==> src/rtl/qtable_scheduler_pkg.sv <==
// Shared definitions for the Q-table update scheduler: FSM state encoding,
// the received-packet record and the packet-type constants.
package qtable_scheduler_pkg;

  // Scheduler FSM states.
  typedef enum logic [1:0] {
    ST_IDLE  = 2'd0,
    ST_START = 2'd1,
    ST_WAIT  = 2'd2,
    ST_GRANT = 2'd3
  } state_e;

  // Packets of this type are dropped at the input and never buffered.
  localparam logic [2:0] PKT_TYPE_INVALID = 3'b000;

  // Field width of the packet record at the default configuration.
  localparam int PKT_WORD_W = 16;

  // Packet record (99 bits at the default width).
  typedef struct packed {
    logic [PKT_WORD_W-1:0] sourceID;
    logic [PKT_WORD_W-1:0] sourceHops;
    logic [PKT_WORD_W-1:0] clusterID;
    logic [PKT_WORD_W-1:0] energyLeft;
    logic [PKT_WORD_W-1:0] qValue;
    logic [PKT_WORD_W-1:0] knownCH;
    logic [2:0]            ptype;
  } pkt_t;

endpackage

==> src/rtl/pkt_fifo.sv <==
// Packet buffer: circular FIFO with a combinational head and a synchronous
// active-low reset on the pointers and count (storage itself is not reset).
module pkt_fifo #(
  parameter int DEPTH = 4,
  parameter int WIDTH = 99
) (
  input  logic                     clk,
  input  logic                     nrst,
  input  logic                     wr_en_i,
  input  logic [WIDTH-1:0]         wr_data_i,
  input  logic                     rd_en_i,
  output logic [WIDTH-1:0]         rd_data_o,
  output logic [$clog2(DEPTH):0]   count_o,
  output logic                     empty_o
);

  localparam int AW = (DEPTH > 1) ? $clog2(DEPTH) : 1;
  localparam int CW = $clog2(DEPTH) + 1;

  logic [WIDTH-1:0] mem_q [DEPTH];
  logic [AW-1:0]    wr_ptr_q, wr_ptr_d;
  logic [AW-1:0]    rd_ptr_q, rd_ptr_d;
  logic [CW-1:0]    count_q, count_d;
  logic             full, do_wr, do_rd;

  function automatic logic [AW-1:0] ptr_inc(input logic [AW-1:0] p);
    return (p == AW'(DEPTH - 1)) ? '0 : p + 1'b1;
  endfunction

  assign full      = (count_q == CW'(DEPTH));
  assign empty_o   = (count_q == '0);
  assign do_rd     = rd_en_i && !empty_o;
  // A write into a full FIFO is allowed when the head leaves in the same cycle.
  assign do_wr     = wr_en_i && (!full || do_rd);
  assign rd_data_o = mem_q[rd_ptr_q];
  assign count_o   = count_q;

  // Next pointer and occupancy values.
  always_comb begin
    wr_ptr_d = do_wr ? ptr_inc(wr_ptr_q) : wr_ptr_q;
    rd_ptr_d = do_rd ? ptr_inc(rd_ptr_q) : rd_ptr_q;
    count_d  = count_q;
    unique case ({do_wr, do_rd})
      2'b10:   count_d = count_q + 1'b1;
      2'b01:   count_d = count_q - 1'b1;
      default: count_d = count_q;
    endcase
  end

  // Pointer and count registers.
  always_ff @(posedge clk) begin
    if (!nrst) begin
      wr_ptr_q <= '0;
      rd_ptr_q <= '0;
      count_q  <= '0;
    end else begin
      wr_ptr_q <= wr_ptr_d;
      rd_ptr_q <= rd_ptr_d;
      count_q  <= count_d;
    end
  end

  // Packet storage.
  always_ff @(posedge clk) begin
    if (do_wr) mem_q[wr_ptr_q] <= wr_data_i;
  end

endmodule

==> src/rtl/qtable_scheduler.sv <==
// Q-table update scheduler: buffers received packets, issues them one at a
// time to the update datapath, and arbitrates the neighbour-table read port
// between updates and the route-lookup reader.
module qtable_scheduler
  import qtable_scheduler_pkg::*;
#(
  parameter int WORD_WIDTH = 16,
  parameter int FIFO_DEPTH = 4,
  parameter int TIMEOUT    = 255
) (
  input  logic                        clk,
  input  logic                        nrst,
  input  logic                        pkt_valid,
  output logic                        pkt_ready,
  input  logic [WORD_WIDTH-1:0]       pkt_sourceID,
  input  logic [WORD_WIDTH-1:0]       pkt_sourceHops,
  input  logic [WORD_WIDTH-1:0]       pkt_clusterID,
  input  logic [WORD_WIDTH-1:0]       pkt_energyLeft,
  input  logic [WORD_WIDTH-1:0]       pkt_qValue,
  input  logic [WORD_WIDTH-1:0]       pkt_knownCH,
  input  logic [2:0]                  pkt_type,
  output logic                        upd_en,
  output logic [WORD_WIDTH-1:0]       upd_sourceID,
  output logic [WORD_WIDTH-1:0]       upd_sourceHops,
  output logic [WORD_WIDTH-1:0]       upd_clusterID,
  output logic [WORD_WIDTH-1:0]       upd_energyLeft,
  output logic [WORD_WIDTH-1:0]       upd_qValue,
  output logic [WORD_WIDTH-1:0]       upd_knownCH,
  output logic [2:0]                  upd_type,
  input  logic                        upd_done,
  input  logic                        rd_req,
  output logic                        rd_gnt,
  output logic                        busy,
  output logic                        err_timeout,
  output logic [$clog2(FIFO_DEPTH):0] fifo_count,
  output logic [WORD_WIDTH-1:0]       upd_count
);

  localparam int PW = 6 * WORD_WIDTH + 3;
  localparam int TW = $clog2(TIMEOUT + 1);
  localparam int CW = $clog2(FIFO_DEPTH) + 1;

  state_e                state_q, state_d;
  logic [PW-1:0]         upd_pkt_q, upd_pkt_d;
  logic [WORD_WIDTH-1:0] upd_count_q, upd_count_d;
  logic                  err_q, err_d;
  logic [TW-1:0]         tmo_q, tmo_d;

  logic                  fifo_wr, fifo_rd, fifo_empty;
  logic [PW-1:0]         fifo_head, pkt_flat;
  logic [CW-1:0]         fifo_cnt;

  // Flattened packet: fields from sourceID (MSBs) down to type (LSBs).
  assign pkt_flat  = {pkt_sourceID, pkt_sourceHops, pkt_clusterID,
                      pkt_energyLeft, pkt_qValue, pkt_knownCH, pkt_type};
  assign pkt_ready = (fifo_cnt < CW'(FIFO_DEPTH));
  assign fifo_wr   = pkt_valid && pkt_ready && (pkt_type != PKT_TYPE_INVALID);

  pkt_fifo #(
    .DEPTH (FIFO_DEPTH),
    .WIDTH (PW)
  ) u_fifo (
    .clk       (clk),
    .nrst      (nrst),
    .wr_en_i   (fifo_wr),
    .wr_data_i (pkt_flat),
    .rd_en_i   (fifo_rd),
    .rd_data_o (fifo_head),
    .count_o   (fifo_cnt),
    .empty_o   (fifo_empty)
  );

  // Next-state logic: buffered updates win over the reader when idle.
  always_comb begin
    state_d     = state_q;
    upd_pkt_d   = upd_pkt_q;
    upd_count_d = upd_count_q;
    err_d       = err_q;
    tmo_d       = tmo_q;
    fifo_rd     = 1'b0;
    unique case (state_q)
      ST_IDLE: begin
        if (!fifo_empty) begin
          fifo_rd   = 1'b1;
          upd_pkt_d = fifo_head;
          state_d   = ST_START;
        end else if (rd_req) begin
          state_d = ST_GRANT;
        end
      end
      ST_START: begin
        tmo_d   = '0;
        state_d = ST_WAIT;
      end
      ST_WAIT: begin
        if (upd_done) begin
          upd_count_d = upd_count_q + 1'b1;
          state_d     = ST_IDLE;
        end else if (tmo_q == TW'(TIMEOUT - 1)) begin
          err_d   = 1'b1;
          state_d = ST_IDLE;
        end else begin
          tmo_d = tmo_q + 1'b1;
        end
      end
      ST_GRANT: begin
        if (!rd_req) state_d = ST_IDLE;
      end
      default: state_d = ST_IDLE;
    endcase
  end

  // State, held packet fields, completion counter and sticky error flag.
  always_ff @(posedge clk) begin
    if (!nrst) begin
      state_q     <= ST_IDLE;
      upd_pkt_q   <= '0;
      upd_count_q <= '0;
      err_q       <= 1'b0;
      tmo_q       <= '0;
    end else begin
      state_q     <= state_d;
      upd_pkt_q   <= upd_pkt_d;
      upd_count_q <= upd_count_d;
      err_q       <= err_d;
      tmo_q       <= tmo_d;
    end
  end

  assign upd_en         = (state_q == ST_START);
  assign busy           = (state_q == ST_START) || (state_q == ST_WAIT);
  assign rd_gnt         = (state_q == ST_GRANT);
  assign err_timeout    = err_q;
  assign upd_count      = upd_count_q;
  assign fifo_count     = fifo_cnt;

  assign upd_sourceID   = upd_pkt_q[PW-1                -: WORD_WIDTH];
  assign upd_sourceHops = upd_pkt_q[PW-1-WORD_WIDTH     -: WORD_WIDTH];
  assign upd_clusterID  = upd_pkt_q[PW-1-2*WORD_WIDTH   -: WORD_WIDTH];
  assign upd_energyLeft = upd_pkt_q[PW-1-3*WORD_WIDTH   -: WORD_WIDTH];
  assign upd_qValue     = upd_pkt_q[PW-1-4*WORD_WIDTH   -: WORD_WIDTH];
  assign upd_knownCH    = upd_pkt_q[PW-1-5*WORD_WIDTH   -: WORD_WIDTH];
  assign upd_type       = upd_pkt_q[2:0];

endmodule

==> config.mk <==
export PLATFORM = sky130hd
export DESIGN_NAME = qtable_scheduler
export DESIGN_NICKNAME = d
export VERILOG_FILES = /design/src/rtl/qtable_scheduler_pkg.sv /design/src/rtl/pkt_fifo.sv /design/src/rtl/qtable_scheduler.sv
export SDC_FILE = /design/constraint.sdc
export NUM_CORES = 1
export LEC_CHECK = 0
export ABC_CLOCK_PERIOD_IN_PS = 9470
export BUFFER_PORTS_ARGS = -buffer_cell sky130_fd_sc_hd__buf_2
export CORE_MARGIN = 4
export CORE_UTILIZATION = 46
export CTS_CLUSTER_DIAMETER = 50
export DETAILED_ROUTE_END_ITERATION = 10
export PLACE_DENSITY = 0.65
export SLEW_MARGIN = 20
export SYNTH_ARGS = -nofsm -noshare
export SYNTH_HDL_FRONTEND = slang
export SYNTH_HIERARCHICAL = 1
export SYNTH_SLANG_ARGS = --single-unit
==> constraint.sdc <==
create_clock -name clk -period 9.47 [get_ports clk]
set_clock_uncertainty 0.1 [all_clocks]
set_input_delay 0.947 -clock clk [delete_from_list [all_inputs] [get_ports clk]]
set_output_delay 0.947 -clock clk [all_outputs]
set_load 0.02 [all_outputs]
After elaboration in Yosys (flattened, before gate mapping)

Memories as Yosys holds them, arrays and structs flattened. A register that Yosys moved wholly into a read port is not among the register bits.
Cells that the tools add are included.

Flip-flop bits (word level): 34
RAM bits: 396
Input port bits: 104
Output and inout bits: 123
Logic and storage cells: 66
Memories kept: 1

Memories:

| name         | words | bits a word | rd ports | clocked after memory_dff | wr ports | line           | RTL |
|---|---|---|---|---|---|---|---|
| u_fifo.mem_q | 4     | 99          | 1        | 1                        | 1        | pkt_fifo.sv:20 | `logic [WIDTH-1:0] mem_q [DEPTH];` |

$add $sub $neg: 6
Order comparisons: 1
Eq/ne operators: 14
Multiplexer cells: 16
Bitwise operators: 2
Reduce and logical (&&, ||, !) cells: 19

Operators by type and width:

| cell                  | count |
|---|---|
| $add 16x1->16 const B | 1 |
| $mux 8                | 2 |
| $pmux 8 s2            | 1 |
| $mux 2                | 7 |
| $eq 2x2->1 const B    | 5 |
| $reduce_and 3->1      | 3 |
| $add 8x1->8 const B   | 1 |
| $eq 8x8->1 const B    | 1 |
| $pmux 2 s4            | 1 |
| $ne 2x2->1 const B    | 3 |
| $ne 3x3->1 const B    | 2 |
| $pmux 3 s2            | 1 |
| $add 2x1->2 const B   | 2 |
| $eq 2x1->1 const B    | 2 |
| $logic_and 1x1->1     | 4 |
| $mux 1                | 4 |
| $reduce_and 2->1      | 2 |
| $reduce_bool 2->1     | 2 |
| $add 3x1->3 const B   | 1 |
| $eq 3x3->1 const B    | 1 |
| $logic_not 1->1       | 3 |
| $logic_not 3->1       | 1 |
| $lt 3x3->1 const B    | 1 |
| $reduce_bool 3->1     | 1 |
| 4 further kinds       | 6 |

Depth between registers and ports, before layout

Gate-level depths: netlist of the first run.

Word-level depth: 8
Gate-level depth with buffers: 13
Mapped depth without buffers: 11

By module

Netlist of the first run, hierarchy kept.

Modules (own cells, without submodules):

| module           | times used | cells each | area each (µm²) | sequential area each (µm²) |
|---|---|---|---|---|
| pkt_fifo         | 1          | 575        | 14750.4         | 12071.6 |
| qtable_scheduler | 1          | 600        | 4996.0          | 2522.4 |

Worst setup path before layout of the first run

No wires, ideal clock.

Path type: register to register
Start point: register u_fifo.count_q[2], in the netlist u_fifo/count_o[2]
End point: memory u_fifo.mem_q[0][0], enable pin
Setup time: 0.469 ns
Data arrival time: 3.886 ns
Required time: 8.901 ns
Slack: 5.015 ns
Cell stages (with the launch flop): 8
Buffers on the path: 2
Clock period less this slack: 4.455 ns
Path through: dfxtp_1 > nor3_1 > nand2b_1 > buf_2 > inv_2 > buf_2 > o41a_1 > and2_1

Cells in the longest elaborated chain, start to end: 8
Elaborated cells between the ends (all ways): 14
Those cells by class: order compare: 1; eq/ne: 1; mux: 4; reduce/logical: 8

Ends and longest elaborated chain:

| element                      | line                   | RTL |
|---|---|---|
| start, declared              | pkt_fifo.sv:23         | `logic [CW-1:0] count_q, count_d;` |
| start signal, assigned       | pkt_fifo.sv:59         | `count_q <= count_d;` |
| $logic_not 3->1              | pkt_fifo.sv:31         | `assign empty_o = (count_q == '0);` |
| named net fifo_empty         | qtable_scheduler.sv:49 | `logic fifo_wr, fifo_rd, fifo_empty;` |
| $mux 1                       | qtable_scheduler.sv:83 | `if (!fifo_empty) begin` |
| $mux 1                       | qtable_scheduler.sv:81 | `unique case (state_q)` |
| named net fifo_rd            | qtable_scheduler.sv:49 |  |
| $logic_and 1x1->1            | pkt_fifo.sv:32         | `assign do_rd = rd_en_i && !empty_o;` |
| $logic_or 1x1->1             | pkt_fifo.sv:34         | `assign do_wr = wr_en_i && (!full \|\| do_rd);` |
| $logic_and 1x1->1            | pkt_fifo.sv:34         |  |
| $mux 1                       | pkt_fifo.sv:65         | `if (do_wr) mem_q[wr_ptr_q] <= wr_data_i;` |
| $mux 1 (implied by the code) | pkt_fifo.sv:65         |  |
| end, declared                | pkt_fifo.sv:20         |  |

The timed path passes the listed nets, and every way through them passes these cells.

Worst setup path in the final report of the first run

Start point: register u_fifo.count_q[0], in the netlist u_fifo/count_o[0]
End point: memory u_fifo.mem_q[1][34], enable pin

Cells in the longest elaborated chain, start to end: 8
Elaborated cells between the ends (all ways): 14
Those cells by class: order compare: 1; eq/ne: 1; mux: 4; reduce/logical: 8

Ends and longest elaborated chain:

| element                          | line |
|---|---|
| $logic_not 3->1 (*)              | pkt_fifo.sv:31 |
| named net fifo_empty             | qtable_scheduler.sv:49 |
| $mux 1                           | qtable_scheduler.sv:83 |
| $mux 1                           | qtable_scheduler.sv:81 |
| $logic_and 1x1->1 (*)            | pkt_fifo.sv:32 |
| $logic_or 1x1->1 (*)             | pkt_fifo.sv:34 |
| $logic_and 1x1->1 (*)            | pkt_fifo.sv:34 |
| $mux 1 (*)                       | pkt_fifo.sv:65 |
| $mux 1 (implied by the code) (*) | pkt_fifo.sv:65 |

The timed path passes the listed nets; every way through them passes the cells marked *.

==> results.md, run 1 <==
Synthesis:
- In the synthesized netlist the dominant register cell turns out to be edfxtp_1.
- The average footprint of a synthesized cell is 16.8 sq um.
- The multiplexer share of the synthesized area is 11.7%.
- The fraction of the mapped netlist area in adder cells is 0.925%.
- For this run, asynchronously set or reset flops after synthesis account for 0%.
- The synthesized netlist devotes 4.51% of its cell area to compound gates.
- The number of enable flip-flop cells after synthesis is 396.
- The post-synthesis share of cell area spent on xor and xnor gates is 0.577%.
- Synthesis handed over a netlist of 1175 instances.
- The number of warnings issued by yosys is 6.
- Counting distinct cell types in the post-synthesis netlist gives 54.
- Summing the areas of all and, or, nand and nor instances in the mapped netlist gives 6.64% of the synthesized area.
- The count of state elements after synthesis is 531.
- After synthesis, the largest family of logic cells by area is multiplexers.
- Summing every instance area after synthesis gives 19700 sq um.
- The number of nets in the synthesized netlist is 1293.
- Summing the sequential cell areas from Yosys gives 73.9% of the chip area.

Setup path:
- In this design, the largest share of critical-path delay is due to buffers and inverters.
- The startpoint type of the worst setup path is a flop.
- The critical path goes through nor3_1 > nand2b_4 > inv_4 > o41a_1 > and2_4 > buf_4.
- The critical path class is flop to flop.
- In this run the worst setup path terminates at u_fifo/mem_q[1][34].
- At the worst endpoint, the arrival time is 3.91 ns.
- The worst register-to-register path has a depth of 6.
- The most critical setup path has its startpoint at u_fifo/count_o[0].
- The total number of cells along the worst setup path is 6.
- The critical path contains buffers and inverters numbering 2 combined.
- The worst endpoint required time is 9.56 ns.
- Across all register-to-register paths, the minimum setup slack is 5.65 ns.
- In this run the critical register-to-register path is launched from u_fifo/count_o[0].
- The worst setup path is captured at a flop.
- The worst register-to-register path ends at u_fifo/mem_q[1][34].
- Among all stages on the critical path, the largest delay is contributed by buf_4.
- The delay of the slowest cell on the worst path is 0.88 ns.
- In this run the worst path has a maximum fanout of 67.

Pwr:
- The clock power share is 38.8%.
- Dividing total power by cell area gives a power density of 232 nW/um^2.
- The internal power of the cells totals 0.00408 W.
- The standby leakage power is 7.97 nW.
- The fraction of power spent switching nets is 23.9%.
- The proportion of power drawn by combinational gates is 10.7%.
- The peak supply drop is 0.157 mV.
- The sequential share of power is 50.5%.
- The net switching power is 0.00128 W.

Finish:
- The net count of the finished layout is 1526.
- Leaving out fill and tap cells, the most frequent cell in the layout is edfxtp_1.
- The layout cell share with drive strength beyond 1 is 29.9%.
- The library cells used most frequently in the layout, excluding fill and tap cells, are 396 x edfxtp_1, 226 x buf_2, 220 x nand2_1.
- The area added between synthesis and finish is 17.2%.

Placed design:
- The worst slack at placement is 5.56 ns.
- The weighted congestion at the end of routability-driven global placement is 0.753.
- In this run the tool buffered the top-level ports with 226 buffer cells.
- The half-perimeter wire length of the detailed placement result is 25100 um.

STA:
- The smallest clock period supported by the final layout is computed as 3.82 ns.
- In the final timing run, aggregate negative setup slack is 0 ns.
- The number of hold violations in the final report is 0.
- Setup repair after global routing left no endpoint under its margin.
- The worst path uses 40.3% of the clock period.
- The number of pins exceeding their max-slew limit in the final report was 0.
- Setup violations remaining at the end of the flow were counted as 0.
- The measured slew at the worst slew-check pin is 1.07 ns.
- The highest clock rate is 0.262 GHz.
- Setup slack on the critical path of the routed design comes to 5.65 ns.
- The max-slew headroom at the worst pin is 28.4%.

Clocking:
- The total of hold buffers inserted after clock tree synthesis is 0.
- Once the clock tree was built, the setup fixing pass inserted 0 buffers.
- No sink is reached through more buffers than the 3 on the longest clock path.
- CTS built an H-tree with a depth of 2.
- The clock slew at the register clock pins of the worst setup and hold paths is 0.06 ns.
- Clock tree synthesis selected as its root buffer the cell clkbuf_16.
- Clock tree synthesis inserted a total of 54 buffers.
- The clock reaches the later pin of the worst-skew pair after 0.57 ns.
- The number of clock sinks is 531.
- The quantity of gates resized following cts is 0.
- TritonCTS built the clock tree.

Global routing:
- Entering global routing, the biggest net connects 76 pins.
- The global router's overall resource usage is 17.9%.
- The first-pass GRT wire length is 64400 um.
- The number of global-route vias before repair is 11100.
- The total overflow left after global routing is 0.
- The number of antenna violations at the first check in global routing is 10.

Detailed routing:
- The number of detailed-routing iterations run before antenna repair is 5.
- After detailed routing, the number of remaining DRC violations is 0.
- The total length of routed wires is 41600 um.
- After the first detailed-routing iteration, the DRC count stood at 644.
- The count of nets left with antenna violations once routing finished came out at 0.
- The total via count in the routed design is 10600.
- The routed wirelength normalized by instance count is 20.9 um.
- After detailed routing, the number of vias per cell comes to 5.33.

Hold path:
- The worst hold path was traced through 2 stages.
- The tightest min-delay check is of the flop to flop type.

Floorplanning:
- The number of core rows is 75.
- The height of the chip is 215 um.
- The die covers 46300 sq um.
- The area of the placeable core is 42200 sq um.
- The horizontal die dimension is 215 um.
- Once the floorplan was initialized, standard cells occupied 46.8% of the core.
- The number of ports placed on the die boundary is 227.

Outcome:
- The run finished with clean final reports.

Job:
- Max-cap violations in this run came to 0.
-- per-layer routing --
layer | track usage (%) | part of all wire, % | vias to the layer above | wire length (um)
met1 | 23.6 | 42 | 5371 | 17600
met5 | 0 | 0.23 | - | 94
li1 | - | - | 4928 | -
met2 | 30.1 | 50 | 267 | 20800
met4 | 5.15 | 2.0 | 12 | 816
met3 | 4.15 | 5.5 | 61 | 2300
-- worst register-to-register path, cell delays in order, from the launching register on --
cell	delay, ns
dfxtp_1	0.48
nor3_1	0.14
nand2b_4	0.40
inv_4	0.43
o41a_1	0.35
and2_4	0.57
buf_4	0.90
-- Yosys cell counts, types with 5 or more instances --
cell type	number	area [sq um]
and3_1	5	31.3
edfxtp_1	396	11900
and2_1	6	37.5
buf_2	28	140
a21oi_1	52	260
a21boi_1	12	90.1
a21boi_0	44	330
nand2_1	220	826
xnor2_1	10	87.6
mux4_2	99	2230
ha_1	13	163
inv_1	13	48.8
nor2_1	19	71.3
nor3_1	8	40.0
o21ai_0	6	30.0
nand3_1	9	45.0
dfxtp_1	135	2700
clkbuf_1	28	105
mux2i_1	7	70.1
nor2b_1	7	43.8
-- sequential cells by signal, summed over array words and instances (netlist names), named ones only --
signal and count:
tmo_q 8, u_fifo/count_o 3, err_timeout 1, upd_pkt_q 99, u_fifo/mem_q 396, u_fifo/wr_ptr_q 2, upd_count 16, u_fifo/rd_ptr_q 2
state_q 2
-- metrics by stage --
stage | utilization [%] | power [W] | hold slack, ns | cell area, sq um | std cells
floorplan | - | 0.00313 | 0.360 | 19700 | 1175
global placement | 50.6 | 0.00333 | 0.341 | 21400 | 1891
detailed placement | 50.6 | 0.00334 | 0.345 | 21400 | 1891
CTS | 54.8 | 0.00543 | 0.353 | 23100 | 1993
global route | 54.8 | 0.00559 | 0.372 | 23100 | 1994
finish | 54.8 | 0.00536 | 0.354 | 23100 | 1995
-- power groups by stage --
stage | registers (W) | logic (W) | clock network [W]
final | 0.00271 | 0.000573 | 0.00208
after global routing | 0.00272 | 0.000629 | 0.00224
after CTS | 0.00271 | 0.000586 | 0.00213
after detailed placement | 0.00276 | 0.000582 | 0
after global placement | 0.00275 | 0.000577 | 0
after floorplan | 0.00281 | 0.000318 | 0
-- worst min path at each step --
stage                        from       endpoint  slack (ns)
detailed placement  upd_pkt_q[11]  upd_pkt_q[11]        0.35
global placement    upd_pkt_q[79]  upd_pkt_q[79]        0.34
CTS                 upd_pkt_q[11]  upd_pkt_q[11]        0.35
finish              upd_pkt_q[26]  upd_pkt_q[26]        0.35
floorplan                tmo_q[1]       tmo_q[1]        0.36
global route         upd_pkt_q[1]   upd_pkt_q[1]        0.37
-- cell families (layout without fill, tap and decap cells) --
kind of cell	after synthesis	in the layout
other	0	2
flip-flops	531	531
AND/OR/NAND/NOR	299	299
XOR/XNOR	13	13
multiplexers	107	107
adder cells (fa/ha/maj)	14	14
buffers and inverters	77	356
AO/OA/AOI/OAI	134	134
-- layout make-up --
cell class              instances  area, sq um
inverters                      17         66.3
multi-input cells             567         4830
well taps                     539          674
clock inverters                21          184
clock buffers                  81         1580
flip-flops and latches        531        14600
repair buffers                237         1210
fillers                      3422        19100
diodes                          2         5.00
Power figures use the tool's default switching activity.
==> run 2, diff against run 1 <==
--- a/config.mk
+++ b/config.mk
@@ -5,13 +5,14 @@
 export SDC_FILE = /design/constraint.sdc
 export NUM_CORES = 1
 export LEC_CHECK = 0
-export ABC_CLOCK_PERIOD_IN_PS = 9470
+export ABC_AREA = 1
+export ABC_CLOCK_PERIOD_IN_PS = 3200
 export BUFFER_PORTS_ARGS = -buffer_cell sky130_fd_sc_hd__buf_2
 export CORE_MARGIN = 4
 export CORE_UTILIZATION = 46
 export CTS_CLUSTER_DIAMETER = 50
 export DETAILED_ROUTE_END_ITERATION = 10
-export PLACE_DENSITY = 0.65
+export PLACE_DENSITY = 0.68
 export SLEW_MARGIN = 20
 export SYNTH_ARGS = -nofsm -noshare
 export SYNTH_HDL_FRONTEND = slang
==> constraint.sdc (replaced) <==
create_clock -name clk -period 3.2 [get_ports clk]
set_clock_uncertainty 0.1 [all_clocks]
set_input_delay 0.32 -clock clk [delete_from_list [all_inputs] [get_ports clk]]
set_output_delay 0.32 -clock clk [all_outputs]
set_load 0.02 [all_outputs]
==> run 2 against run 1 <==
Net effect:
- utilization increased by 2.3 points
- fmax rose by 67%
- count of clock-buffer cells in the layout is 6 lower
- highest routed layer is now met4
- largest power group unchanged
- combinational power rose to 13 times the previous value
- worst setup slack lost 4.7 ns
==> results.md, run 2 <==
Setup path:
- The worst setup path is captured at a flop.
- The critical path data arrival time is 2.72 ns.
- The critical path goes through nor2_1 > nand2_1 > inv_1 > nor2_4 > buf_4 > inv_4 > buf_12 > nor2_1 > nor2_1.
- By instance count, the cell type seen most on the critical path is nor2_1.
- The critical path class is flop to flop.
- Among all stages on the critical path, the largest delay is contributed by inv_4.
- The highest net fanout along the worst path is 55.
- The startpoint type of the worst setup path is a flop.
- The delay of the slowest cell on the worst path is 0.35 ns.
- The worst endpoint required time is 3.62 ns.

Synthesis:
- During synthesis, Yosys emitted a total of 6 warnings.
- The number of cells produced by synthesis is 1679.
- The cell area that synthesis handed to floorplanning was 20000 sq um.
- By area the synthesized netlist is led by edfxtp_1 59%, dfxtp_1 13%, nor2_1 8.4%.
- The number of enable flip-flop cells after synthesis is 396.
- The total nets after synthesis is 1797.
- The average footprint of a synthesized cell is 11.9 sq um.
- Counting flops and latches in the post-synthesis netlist gives 531.
- Among all cell types in the netlist, the one instantiated most often is nor2_1.
- The library cell occupying the most area in the post-synthesis netlist is edfxtp_1.
- The number of distinct standard cells referenced by the synthesized netlist is 39.
- The area share of the largest cell type after synthesis is 59.4%.
- The sequential cell area fraction in the yosys report is 72.9%.
- The predominant post-synthesis flop cell is edfxtp_1.
- In the synthesized netlist, the cells that appear most often are 447 x nor2_1, 396 x edfxtp_1, 291 x o21ai_0.
- For this run, asynchronously set or reset flops after synthesis account for 0%.

Clocking:
- The later pin in the worst-skew pair is clocked with a latency of 0.59 ns.
- The TritonCTS clock tree is built.
- The number of H-tree branching levels is 2.
- The root buffer cell is clkbuf_16.
- The number of clock sinks is 531.
- Clock-pin slew was measured on the worst setup and hold paths at 0.06 ns.
- Counting along the longest clock path gives a buffer depth of 3.
- The number of clock buffers added by TritonCTS is 55.

Detailed routing:
- In the routed layout, each cell is associated on average with a via count of 5.26.
- The uppermost signal routing layer after detailed routing is met4.
- The DRC violation total after the first TritonRoute iteration is 1029.
- After detailed routing, the met2 layer carries 23400 um of wire.
- Dividing the detail-routed wire length by the instance count gives 18.3 um.
- The total DRC errors in the routed layout is 0.
- Once detail routing completed, the nets flagged for antenna violations numbered 0.
- After detailed routing, the total wire length is 47900 um.
- Summed over all nets, wire length on met3 after detailed routing comes to 2770 um.
- In the final routing, the length of wire on met1 measures 20500 um.
- The pre-antenna-repair detailed-routing pass consisted of 7 iterations.
- The total via count in the routed design is 13800.

Placed design:
- The weighted congestion at the end of routability-driven global placement is 0.782.
- In this run the cell area measured after placement is 21700 sq um.
- Detailed placement finished with a half-perimeter wire length of 25800 um.
- The number of input and output port buffers inserted is 226.

Finish:
- At the end of the flow the core is filled with cells to 57.1%.
- The count of fill cells added during filler insertion is 3500.
- The register with the most flip-flops in the layout has 396 of them.
- Leaving out fill and tap cells, the most frequent cells in the layout are 442 x nor2_1, 396 x edfxtp_1, 291 x o21ai_0.
- The area growth from synthesis to layout is 22.8%.
- The final layout contains 2104 nets.
- In the final layout, the share of cells above drive strength 1 is 18.2%.
- After routing the design area is 24600 sq um.
- u_fifo/mem_q holds more flip-flops than any other register.
- The library cell used most frequently in the layout, excluding fill and tap cells, is nor2_1.

Pwr:
- The standby leakage power is 9.30 nW.
- The power per unit of standard cell area is 964 nW/um^2.
- VDD sags by at most 0.704 mV.
- The overall power is 0.0237 W.

Floorplanning:
- The core region is 43100 sq um.
- The initial utilization of the core area, before any placement, comes to 46.5%.
- 227 I/O pins were placed.
- The height of the chip is 217 um.
- The die covers 47000 sq um.
- The horizontal die dimension is 217 um.
- The number of core rows is 76.

STA:
- After routing, the total negative slack on setup checks comes to 0 ns.
- The number of hold violations in the final report was 0.
- Setup violations remaining at the end of the flow were counted as 0.
- In this run the tightest slew margin relative to its limit is 26.6%.
- In the finished design, the share of the clock period the worst path needs comes to 71.6%.
- The measured slew at the worst slew-check pin is 1.10 ns.
- For this run, the top clock speed supported by timing is 0.436 GHz.
- Setup repair after global routing left no endpoint under its margin.
- The number of pins exceeding their max-slew limit in the final report is 0.
- After layout, the minimum clock period comes to 2.29 ns.

Global routing:
- Global routing finished with a remaining overflow of 0.
- The number of antenna violations at the first check in global routing is 3.
- Entering global routing, the biggest net connects 199 pins.
- The number of global-route vias before repair is 13700.
- Across every metal layer, demand over resource in global routing totals 20.1%.
- The first-pass GRT wire length is 75200 um.

Job:
- The max capacitance violation total is 0.

Hold path:
- The tightest min-delay check is of the input port to flop type.

Outcome:
- The run finished with clean final reports.
## run 2: timing repair
item / 4_1_cts / 5_1_grt
resized for setup: 0 / 0
hold buffers: 100 / 0
buffers inserted: 0 / 0
endpoints found under the hold margin: 398 / 0
## run 2: worst max-delay path, delay by kind of cell, from the launching register on
family | cells | cell delay (ns)
simple gates | 5 | 0.64
buf+inv | 4 | 1.08
flops | 1 | 0.33
## run 2: final timing paths
kind / slack (ns) / depth (start not counted) / startpoint / end
setup / recovery: 0.91 / 9 / u_fifo/count_o[1] / upd_pkt_q[55]
hold / removal: 0.13 / 6 / rd_req / state_q[1]
setup reg to reg: 0.91 / 9 / u_fifo/count_o[1] / upd_pkt_q[55]
hold reg to reg: 0.38 / 1 / err_timeout / err_timeout
## run 2: cell type report
cell class,count,area [sq um],share of cell area (%)
clock inverter,29,325,1.32
timing repair buffer,348,2390,9.71
tap,585,732,2.98
clock buffer,75,1580,6.44
sequential,531,14600,59.4
inverter,50,200,0.814
antenna,4,10.0,0.0407
multi-input combinational,1000,4750,19.3
## run 2: routing by layer
metal  vias up  global-route usage, %
li1       6583                      -
met1      6705                   26.5
met2       433                   33.8
met3        80                   3.44
met4         0                   7.13
met5         -                      0
## run 2: stage by stage
| step | worst slack [ns] | hold WS [ns] | std cells |
|---|---|---|---|
| floorplan | 0.0187 | 0.319 | 1679 |
| detailed placement | 0.904 | 0.370 | 2414 |
| global placement | 0.946 | 0.369 | 2414 |
| CTS | 0.888 | 0.0820 | 2618 |
| finish | 0.907 | 0.127 | 2622 |
| global route | 0.702 | 0.176 | 2621 |
## run 2: cell families (layout without fill, tap and decap cells)
group | after synthesis | in the layout | synth area share [%]
AO/OA/AOI/OAI | 440 | 440 | 11.8
XOR/XNOR | 2 | 2 | 0.0875
adder cells (fa/ha/maj) | 14 | 14 | 0.912
buffers and inverters | 148 | 502 | 3.64
flip-flops | 531 | 531 | 72.9
multiplexers | 1 | 1 | 0.0562
other | 0 | 4 | 0
AND/OR/NAND/NOR | 543 | 543 | 10.7
## run 2: report_power, final
part	internal, W	total, W	switching [W]
clock network	0.00391	0.00658	0.00267
registers	0.00893	0.00955	0.000620
logic	0.00222	0.00759	0.00537
